[src/rtl/sync_fifo_if.sv]
// Handshake and status bundle for sync_fifo.
// The producer/consumer side uses master; the FIFO itself uses slave.
interface sync_fifo_if #(
    parameter int D_SIZE = 8,
    parameter int P_SIZE = 5
);
    logic              i_w_inc;
    logic [D_SIZE-1:0] i_w_data;
    logic              i_r_inc;
    logic              i_clr_err;
    logic [D_SIZE-1:0] o_r_data;
    logic              o_r_valid;
    logic              o_full;
    logic              o_empty;
    logic              o_almost_full;
    logic              o_almost_empty;
    logic [P_SIZE-1:0] o_count;
    logic [P_SIZE-1:0] o_free_count;
    logic              o_overflow;
    logic              o_underflow;

    modport master (
        output i_w_inc, i_w_data, i_r_inc, i_clr_err,
        input  o_r_data, o_r_valid, o_full, o_empty, o_almost_full,
               o_almost_empty, o_count, o_free_count, o_overflow, o_underflow
    );

    modport slave (
        input  i_w_inc, i_w_data, i_r_inc, i_clr_err,
        output o_r_data, o_r_valid, o_full, o_empty, o_almost_full,
               o_almost_empty, o_count, o_free_count, o_overflow, o_underflow
    );
endinterface

[src/rtl/sync_fifo.sv]
// Single-clock FIFO with exact occupancy flags, programmable thresholds,
// sticky overflow/underflow and selectable registered or FWFT read.
module sync_fifo #(
    parameter int D_SIZE    = 8,
    parameter int F_DEPTH   = 16,
    parameter int P_SIZE    = 5,
    parameter int AF_THRESH = 12,
    parameter int AE_THRESH = 4,
    parameter int FWFT      = 0
) (
    input  logic      i_clk,
    input  logic      i_rst,
    sync_fifo_if.slave bus
);
    localparam int                A_SIZE  = P_SIZE - 1;
    localparam logic [P_SIZE-1:0] DEPTH_C = P_SIZE'(F_DEPTH);
    localparam logic [P_SIZE-1:0] AF_C    = P_SIZE'(AF_THRESH);
    localparam logic [P_SIZE-1:0] AE_C    = P_SIZE'(AE_THRESH);
    localparam logic [P_SIZE-1:0] ONE_C   = P_SIZE'(1);

    logic [D_SIZE-1:0] mem_q [F_DEPTH];

    logic [P_SIZE-1:0] wr_ptr_q, wr_ptr_d;
    logic [P_SIZE-1:0] rd_ptr_q, rd_ptr_d;
    logic [P_SIZE-1:0] count_q, count_d;
    logic              overflow_q, overflow_d;
    logic              underflow_q, underflow_d;

    logic              full;
    logic              empty;
    logic              wr_acc;
    logic              rd_acc;
    logic [D_SIZE-1:0] head_data;

    // Accept decisions look only at registered state, so a full FIFO refuses
    // a write even when a read drains a slot in the same cycle.
    always_comb begin
        full        = (count_q == DEPTH_C);
        empty       = (count_q == '0);
        wr_acc      = bus.i_w_inc & ~full;
        rd_acc      = bus.i_r_inc & ~empty;

        wr_ptr_d    = wr_ptr_q;
        rd_ptr_d    = rd_ptr_q;
        count_d     = count_q;
        overflow_d  = overflow_q;
        underflow_d = underflow_q;

        if (wr_acc) wr_ptr_d = wr_ptr_q + ONE_C;
        if (rd_acc) rd_ptr_d = rd_ptr_q + ONE_C;

        case ({wr_acc, rd_acc})
            2'b10:   count_d = count_q + ONE_C;
            2'b01:   count_d = count_q - ONE_C;
            default: count_d = count_q;
        endcase

        // Clear first so a coincident error event wins.
        if (bus.i_clr_err) begin
            overflow_d  = 1'b0;
            underflow_d = 1'b0;
        end
        if (bus.i_w_inc & full)  overflow_d  = 1'b1;
        if (bus.i_r_inc & empty) underflow_d = 1'b1;
    end

    always_ff @(posedge i_clk) begin
        if (i_rst) begin
            wr_ptr_q    <= '0;
            rd_ptr_q    <= '0;
            count_q     <= '0;
            overflow_q  <= 1'b0;
            underflow_q <= 1'b0;
        end else begin
            wr_ptr_q    <= wr_ptr_d;
            rd_ptr_q    <= rd_ptr_d;
            count_q     <= count_d;
            overflow_q  <= overflow_d;
            underflow_q <= underflow_d;
        end
    end

    // Storage is never reset; reset only blocks the write that would
    // otherwise land in the same cycle.
    always_ff @(posedge i_clk) begin
        if (!i_rst && wr_acc) begin
            mem_q[wr_ptr_q[A_SIZE-1:0]] <= bus.i_w_data;
        end
    end

    assign head_data = mem_q[rd_ptr_q[A_SIZE-1:0]];

    generate
        if (FWFT != 0) begin : g_fwft
            assign bus.o_r_data  = head_data;
            assign bus.o_r_valid = ~empty;
        end else begin : g_std
            logic [D_SIZE-1:0] r_data_q, r_data_d;
            logic              r_valid_q, r_valid_d;

            always_comb begin
                r_data_d  = r_data_q;
                r_valid_d = rd_acc;
                if (rd_acc) r_data_d = head_data;
            end

            always_ff @(posedge i_clk) begin
                if (i_rst) begin
                    r_data_q  <= '0;
                    r_valid_q <= 1'b0;
                end else begin
                    r_data_q  <= r_data_d;
                    r_valid_q <= r_valid_d;
                end
            end

            assign bus.o_r_data  = r_data_q;
            assign bus.o_r_valid = r_valid_q;
        end
    endgenerate

    assign bus.o_full         = full;
    assign bus.o_empty        = empty;
    assign bus.o_almost_full  = (count_q >= AF_C);
    assign bus.o_almost_empty = (count_q <= AE_C);
    assign bus.o_count        = count_q;
    assign bus.o_free_count   = DEPTH_C - count_q;
    assign bus.o_overflow     = overflow_q;
    assign bus.o_underflow    = underflow_q;

endmodule

[src/flat_wrapper.sv]
// flat-port wrapper written by rule: the top's interface ports become plain ports
module sync_fifo_flat 
#(
    parameter int D_SIZE    = 8,
    parameter int F_DEPTH   = 16,
    parameter int P_SIZE    = 5,
    parameter int AF_THRESH = 12,
    parameter int AE_THRESH = 4,
    parameter int FWFT      = 0
)
  (i_clk, i_rst, bus_i_w_inc, bus_i_w_data, bus_i_r_inc, bus_i_clr_err, bus_o_r_data, bus_o_r_valid, bus_o_full, bus_o_empty, bus_o_almost_full, bus_o_almost_empty, bus_o_count, bus_o_free_count, bus_o_overflow, bus_o_underflow);
  sync_fifo_if #(.D_SIZE(D_SIZE), .P_SIZE(P_SIZE)) bus_i ();
  input  logic i_clk;
  input  logic i_rst;
  input wire logic [$bits(bus_i.i_w_inc)-1:0] bus_i_w_inc;
  input wire logic [$bits(bus_i.i_w_data)-1:0] bus_i_w_data;
  input wire logic [$bits(bus_i.i_r_inc)-1:0] bus_i_r_inc;
  input wire logic [$bits(bus_i.i_clr_err)-1:0] bus_i_clr_err;
  output wire logic [$bits(bus_i.o_r_data)-1:0] bus_o_r_data;
  output wire logic [$bits(bus_i.o_r_valid)-1:0] bus_o_r_valid;
  output wire logic [$bits(bus_i.o_full)-1:0] bus_o_full;
  output wire logic [$bits(bus_i.o_empty)-1:0] bus_o_empty;
  output wire logic [$bits(bus_i.o_almost_full)-1:0] bus_o_almost_full;
  output wire logic [$bits(bus_i.o_almost_empty)-1:0] bus_o_almost_empty;
  output wire logic [$bits(bus_i.o_count)-1:0] bus_o_count;
  output wire logic [$bits(bus_i.o_free_count)-1:0] bus_o_free_count;
  output wire logic [$bits(bus_i.o_overflow)-1:0] bus_o_overflow;
  output wire logic [$bits(bus_i.o_underflow)-1:0] bus_o_underflow;
  assign bus_i.i_w_inc = bus_i_w_inc;
  assign bus_i.i_w_data = bus_i_w_data;
  assign bus_i.i_r_inc = bus_i_r_inc;
  assign bus_i.i_clr_err = bus_i_clr_err;
  assign bus_o_r_data = bus_i.o_r_data;
  assign bus_o_r_valid = bus_i.o_r_valid;
  assign bus_o_full = bus_i.o_full;
  assign bus_o_empty = bus_i.o_empty;
  assign bus_o_almost_full = bus_i.o_almost_full;
  assign bus_o_almost_empty = bus_i.o_almost_empty;
  assign bus_o_count = bus_i.o_count;
  assign bus_o_free_count = bus_i.o_free_count;
  assign bus_o_overflow = bus_i.o_overflow;
  assign bus_o_underflow = bus_i.o_underflow;
  sync_fifo #(.D_SIZE(D_SIZE), .F_DEPTH(F_DEPTH), .P_SIZE(P_SIZE), .AF_THRESH(AF_THRESH), .AE_THRESH(AE_THRESH), .FWFT(FWFT)) u_core (.i_clk(i_clk), .i_rst(i_rst), .bus(bus_i));
endmodule
[config.mk]
export PLATFORM = sky130hd
export DESIGN_NAME = sync_fifo_flat
export DESIGN_NICKNAME = d
export VERILOG_FILES = /design/src/rtl/sync_fifo_if.sv /design/src/rtl/sync_fifo.sv /design/src/flat_wrapper.sv
export SDC_FILE = /design/constraint.sdc
export NUM_CORES = 1
export LEC_CHECK = 0
export BUFFER_PORTS_ARGS = -buffer_cell sky130_fd_sc_hd__clkbuf_2
export CORE_AREA = 2 2 121 123
export DETAILED_ROUTE_END_ITERATION = 10
export DIE_AREA = 0 0 123 125
export HOLD_SLACK_MARGIN = 0.03
export MAX_ROUTING_LAYER = met4
export PLACE_DENSITY = 0.69
export SLEW_MARGIN = 20
export SYNTH_ARGS = -nofsm -noshare
export SYNTH_HDL_FRONTEND = slang
export SYNTH_SLANG_ARGS = --single-unit
[constraint.sdc]
create_clock -name i_clk -period 4 [get_ports i_clk]
set_input_delay 0.6 -clock i_clk [delete_from_list [all_inputs] [get_ports i_clk]]
set_output_delay 0.6 -clock i_clk [all_outputs]
set_load 0.02 [all_outputs]
# Word-level counts from Yosys, hierarchy flattened
# Memories as Yosys holds them, arrays and structs flattened. A register that Yosys moved wholly into a read port is not among the register bits.
# Index checks and enable logic that the tools add are counted.
[op_classes]
n_addsub = 5
order_cmp = 2
n_eq_ne = 3
muxes = 6
bitwise = 6
reduce_logical = 6
[ops]
columns = ["op", "count"]
rows = [
  ["5-bit by 1-bit adder with 5-bit output (second input constant)", 3],
  ["5-bit one-hot mux with 2 select lines", 1],
  ["2-bit nonzero test", 3],
  ["5-bit equality test (second input constant)", 1],
  ["5-bit by 4-bit greater-or-equal comparator with 1-bit output (second input constant)", 1],
  ["5-bit by 3-bit less-or-equal comparator with 1-bit output (second input constant)", 1],
  ["5-bit logical NOT", 1],
  ["1-bit two-way mux", 5],
  ["5-bit by 1-bit subtractor with 5-bit output (second input constant)", 1],
  ["5-bit subtractor (first input constant)", 1],
  ["1-bit AND", 4],
  ["2-bit by 1-bit equality test with 1-bit output (second input constant)", 1],
  ["2-bit equality test (second input constant)", 1],
  ["1-bit inverter", 2],
  ["1-bit logical AND", 1],
  ["1-bit logical NOT", 1],
]
[totals]
register_bits = 18
ramBits = 128
input_bits = 13
output_inout_bits = 25
wordCells = 35
mem_count = 1
[mem_list]
columns = ["name", "words", "word_bits", "rd", "rd_ports_with_merged_regs", "wr", "line_no", "rtl"]
rows = [
  ["u_core.mem_q", 16, 8, 1, 1, 1, "sync_fifo.sv:21", "logic [D_SIZE-1:0] mem_q [F_DEPTH];"],
]

# Longest topological paths before layout
[logic_depth]
word_depth = 6
mapped_depth = 15
depth_no_buf = 13

# Worst setup path after synthesis
# OpenSTA, ideal clock, no wires.
[synth_path]
path_kind = "reg2reg"
startpoint = "register u_core.count_q[0] (netlist: u_core.bus.o_count[0])"
endpoint = "register u_core.count_q[4] (netlist: u_core.bus.o_count[4])"
setup_time_ns = 0.121
arrival_ns = 3.101
required_ns = 3.879
setup_slack_ns = 0.778
stages_incl_launch_ff = 15
n_path_buf = 2
synth_period_minus_slack_ns = 3.222
path_cell_list = "dfxtp_1 -> inv_1 -> ha_1 -> and2_1 -> ha_1 -> nor2b_1 -> clkbuf_1 -> ha_1 -> buf_2 -> xor2_1 -> ha_1 -> a21oi_1 -> nand4bb_1 -> a31oi_1 -> mux2_2"
[synth_via]
elab_chain_len = 5
word_cells_on_any_way = 12
classes_between = "2 x add/sub; 3 x eq/ne; 1 x mux; 4 x bitwise; 2 x reduce/logical"
[synth_rtl]
columns = ["item", "line_no", "rtl"]
rows = [
  ["start: declaration", "sync_fifo.sv:25", "logic [P_SIZE-1:0] count_q, count_d;"],
  ["start signal: assignment", "sync_fifo.sv:77", "count_q <= count_d;"],
  ["5-bit logical NOT *", "sync_fifo.sv:39", "empty = (count_q == '0);"],
  ["net bus_o_empty", "flat_wrapper.sv:22", "output wire logic [$bits(bus_i.o_empty)-1:0] bus_o_empty;"],
  ["1-bit inverter *", "sync_fifo.sv:41", "rd_acc = bus.i_r_inc & ~empty;"],
  ["1-bit AND *", "sync_fifo.sv:41", ""],
  ["net u_core.g_std.r_valid_d", "sync_fifo.sv:99", "logic r_valid_q, r_valid_d;"],
  ["2-bit by 1-bit equality test with 1-bit output / 2-bit equality test (equally long branches)", "sync_fifo.sv:52", "case ({wr_acc, rd_acc})"],
  ["5-bit one-hot mux with 2 select lines / 2-bit nonzero test (equally long branches)", "n/a", ""],
]
# Mark *: on every way through the listed nets, which the timed path passes. The rest lies on a longest branch.
# A chain may end at the register's enable or synchronous reset.

# Final worst setup path
[layout_path]
startpoint = "register u_core.count_q[1] (netlist: u_core.bus.o_count[1])"
endpoint = "register u_core.count_q[4] (netlist: u_core.bus.o_count[4])"
[layout_via]
elab_chain_len = 5
word_cells_on_any_way = 12
classes_between = "2 x add/sub; 3 x eq/ne; 1 x mux; 4 x bitwise; 2 x reduce/logical"
[layout_rtl]
columns = ["item", "line_no"]
rows = [
  ["5-bit equality test / 5-bit logical NOT (equally long branches)", "sync_fifo.sv:38, sync_fifo.sv:39"],
  ["1-bit inverter (on tied branches)", "sync_fifo.sv:40, sync_fifo.sv:41"],
  ["1-bit AND (on tied branches)", "sync_fifo.sv:40, sync_fifo.sv:41"],
  ["2-bit by 1-bit equality test with 1-bit output / 2-bit equality test (equally long branches)", "sync_fifo.sv:52"],
  ["5-bit one-hot mux with 2 select lines / 2-bit nonzero test (equally long branches)", "n/a"],
]
# Parallel ways exist; a longest one is shown, timed or not.

==> flow_summary_export.csv <==
group,metric,value,unit
floorplan,die_w,123,um
clocking,count_of_hold_buffers_inserted_by_post_cts_repair,0,
pwr,total_switching_power,1230,uW
critical_path,critPathCaptureType,"flop",
finish,antenna-diode-count,0,
yosys,synthCells,430,
clocking,htree_levels,4,
grt,track_usage,0.177,
pwr,ir_worst_vdd,0.421,mV
yosys,synthDominantAreaCellType,"sky130_fd_sc_hd__edfxtp_1",
route,vias,3573,
timing,worst_pin_slew,0.922,ns
critical_path,critical-path-slowest-cell,"sky130_fd_sc_hd__dfxtp_1",
timing,worst_slew_margin_relative_to_its_limit,0.383,
timing,hold_violations,0,
route,post-route-drc-count,0,
timing,unrepaired_setup_endpoints_after_global_routing,"no",
critical_path,worst-endpoint-arrival,3.54,ns
timing,maxClockFrequency,310,MHz
pwr,p_int,3090,uW
finish,finalCoreUtilization,0.502,
yosys,syn-num-nets,454,
floorplan,num_rows,44,
run,total_of_max_cap_violations,0,
pwr,leakage_power,0.00238,uW
yosys,synth-seq-cells,152,
route,wirelength,12400,um
floorplan,chipHeight,125,um
yosys,synthesis.area_per_instance,14.5,um^2
pwr,power_frac_comb,0.203,
floorplan,die-area,15400,um^2
pwr,p_sw_frac,0.285,
critical_path,cp_common_cell,"sky130_fd_sc_hd__ha_1",
yosys,syn_area,6230,um^2
clocking,cts.clk_slew.worst_paths,0.06,ns
clocking,clock_tree.root_cell,"sky130_fd_sc_hd__clkbuf_16",
finish,syn2layout_area_growth,14.4,%
timing,tns_setup,0,ns
placement,place_hpwl,7890,um
floorplan,top_level_ports,38,
placement,gp_congestion,0.784,
status,outcome,"finished clean",
timing,min_period_over_period,0.806,
yosys,netlist_top_cells_area,"sky130_fd_sc_hd__edfxtp_1 62%, sky130_fd_sc_hd__mux2i_1 10%, sky130_fd_sc_hd__dfxtp_1 7.7%",
floorplan,initial_core_util,0.439,
yosys,warnings_synthesis,0,
pwr,clock_power_share,0.359,
yosys,netlist-cell-type-count,34,
route,via_per_inst,5.37,
grt,vias_in_the_first_global_route,3586,
grt,grt_start_max_net_pins,44,
yosys,ys_seq_area_frac,0.694,
critical_path,crit_fanout,10,
yosys,postSynth.topFlopCell,"sky130_fd_sc_hd__edfxtp_1",
critical_path,critical_path_required,4.31,ns
yosys,synth-edff-count,128,
clocking,cts-root-to-sink-buffers,2,
finish,fraction_of_final_layout_cells_with_drive_strength_greater_than_1,0.156,
pwr,power_density_over_cell_area,606,nW/um^2
clocking,clock_sinks,152,
pwr,power.share.sequential,0.438,
grt,grt.overflow.total,0,
timing,clock-skew-final,0.00582,ns
clocking,clock_latency,0.42,ns
grt,first_pass_grt_wire_length,19100,um
timing,slew_viol_final,0,
route,drt_pre_antenna_iters,5,
finish,design.final.nets,492,
clocking,cts-resized-gates,0,
clocking,cts_tree,"yes",
route,final_antenna_net_count,0,
critical_path,critical_path.startpoint_type,"flop",
clocking,setup_repair_bufs_after_cts,0,
clocking,cts_inserted_buffers,17,
critical_path,timing.critical_path.cells,"inv_1 -> ha_1 -> and2_1 -> ha_1 -> nor2b_1 -> buf_4 -> inv_1 -> ha_1 -> xor2_1 -> ha_1 -> a21oi_1 -> a32oi_1 -> a31oi_1 -> mux2_2",
timing,setup-violations-final,0,
worst_hold_path,hp-class,"input pin to flop",
yosys,asyncSetResetFlopFracSynth,0,
route,first_iter_violations,238,
grt,grt_antenna_before_repair,0,
timing,final_period_minus_worst_setup_slack,3.22,ns
finish,fillers,1189,
placement,io_buffers,37,
route,post_drt_wl_per_cell,18.7,um
critical_path,criticalPathCategory,"flop to flop",
floorplan,placeableCoreArea,14200,um^2
critical_path,timing.critical_path.slowest_cell_delay,0.44,ns
yosys,synthDominantCellAreaShare,0.617,
==> power groups by stage <==
stage                     Clock [uW]  Combinational [uW]  Sequential [uW]
after detailed placement           0                 875             1920
after CTS                       1570                 879             1890
after global routing            1640                 952             1900
final                           1550                 875             1890
after global placement             0                 865             1910
after floorplan                    0                 572             1950
==> logic make-up after synthesis <==
group | Yosys count | share of synthesized area
fa+ha+maj | 11 | 0.0221
simple gates | 113 | 0.0844
flops | 152 | 0.694
compound gates | 43 | 0.0438
buf+inv | 32 | 0.0267
mux | 67 | 0.112
xor+xnor | 12 | 0.0169
==> metal layers <==
layer,wire length [um],global-route usage,vias to the layer above
li1,-,-,1668
met1,5400,0.220,1752
met2,6030,0.279,132
met3,809,0.0461,21
met4,214,0.0662,0
met5,0,-,-
==> cell usage after synthesis (4+ instances only) <==
cell and instances:
sky130_fd_sc_hd__a22oi_1 17, sky130_fd_sc_hd__dfxtp_1 24, sky130_fd_sc_hd__nor2b_1 7, sky130_fd_sc_hd__buf_4 9, sky130_fd_sc_hd__mux2i_1 63, sky130_fd_sc_hd__nand3_1 22
sky130_fd_sc_hd__xnor2_1 4, sky130_fd_sc_hd__a21oi_1 19, sky130_fd_sc_hd__nand2_1 32, sky130_fd_sc_hd__buf_2 10, sky130_fd_sc_hd__clkbuf_1 4, sky130_fd_sc_hd__inv_1 8
sky130_fd_sc_hd__nor2_1 37, sky130_fd_sc_hd__ha_1 11, sky130_fd_sc_hd__edfxtp_1 128, sky130_fd_sc_hd__xor2_1 8
==> state kept, by name (all words and copies together) (netlist names) <==
signal / flops
u_core.bus.o_overflow: 1
u_core.bus.o_r_data: 8
u_core.rd_ptr_q: 4
u_core.bus.o_count: 5
u_core.bus.o_r_valid: 1
u_core.bus.o_underflow: 1
u_core.mem_q: 128
u_core.wr_ptr_q: 4
==> worst max-delay path: cells and delay by family (launching register included) <==
| kind | cells | cell delay, ns |
|---|---|---|
| buffers and inverters | 3 | 0.33 |
| adder cells (fa/ha/maj) | 4 | 0.94 |
| flip-flops | 1 | 0.44 |
| AND/OR/NAND/NOR | 2 | 0.30 |
| multiplexers | 1 | 0.35 |
| AO/OA/AOI/OAI | 3 | 0.56 |
| XOR/XNOR | 1 | 0.20 |
==> placed cells by master, fill, tap and decap left out, drive strengths merged <==
master   netlist  layout
a21oi         20      20
a22oi         17      17
a31oi          1       1
a32oi          1       1
and2           2       2
and3b          1       1
buf           20       6
bufinv         0       3
clkbuf         4      58
clkinv         0       8
dfxtp         24      24
edfxtp       128     128
ha            11      11
inv            8       8
mux2           2       2
mux2i         63      63
mux4           2       2
nand2         32      32
nand3         22      22
nand3b         2       2
nand4          2       2
nand4bb        2       2
nor2          37      37
nor2b          7       7
nor3           2       2
o211ai         1       1
o21ai          2       2
o2bb2ai        1       1
or3            2       2
or3b           1       1
or4b           1       1
xnor2          4       4
xor2           8       8
==> layout make-up <==
| class | instances | area (um^2) | area share |
|---|---|---|---|
| clock buffer | 21 | 440 | 0.0618 |
| clock inverter | 11 | 130 | 0.0183 |
| inverter | 8 | 30.0 | 0.00421 |
| tap | 184 | 230 | 0.0323 |
| multi-input combinational | 246 | 1740 | 0.244 |
| timing repair buffer | 43 | 230 | 0.0323 |
| sequential | 152 | 4330 | 0.607 |
==> stage by stage <==
stage	std cells	cell area [um^2]	power (uW)	worst slack (ns)	hold slack (ns)
floorplan	430	6230	2530	0.778	0.524
global route	665	7130	4490	0.520	0.443
finish	665	7130	4320	0.777	0.443
detailed placement	633	6560	2800	0.805	0.461
global placement	633	6560	2780	0.900	0.445
CTS	665	7130	4340	0.776	0.430
==> path summary, 6_finish.rpt <==
| check | cells past startpoint | to | start | slack, ns |
|---|---|---|---|---|
| worst min register to register | 2 | u_core.bus.o_r_data[5] | u_core.bus.o_r_data[5] | 0.46 |
| worst min-delay path | 3 | u_core.bus.o_overflow | bus_i_w_inc | 0.44 |
| worst max register to register | 14 | u_core.bus.o_count[4] | u_core.bus.o_count[1] | 0.78 |
| worst max-delay path | 14 | u_core.bus.o_count[4] | u_core.bus.o_count[1] | 0.78 |
(Power assumes the default switching activity.)
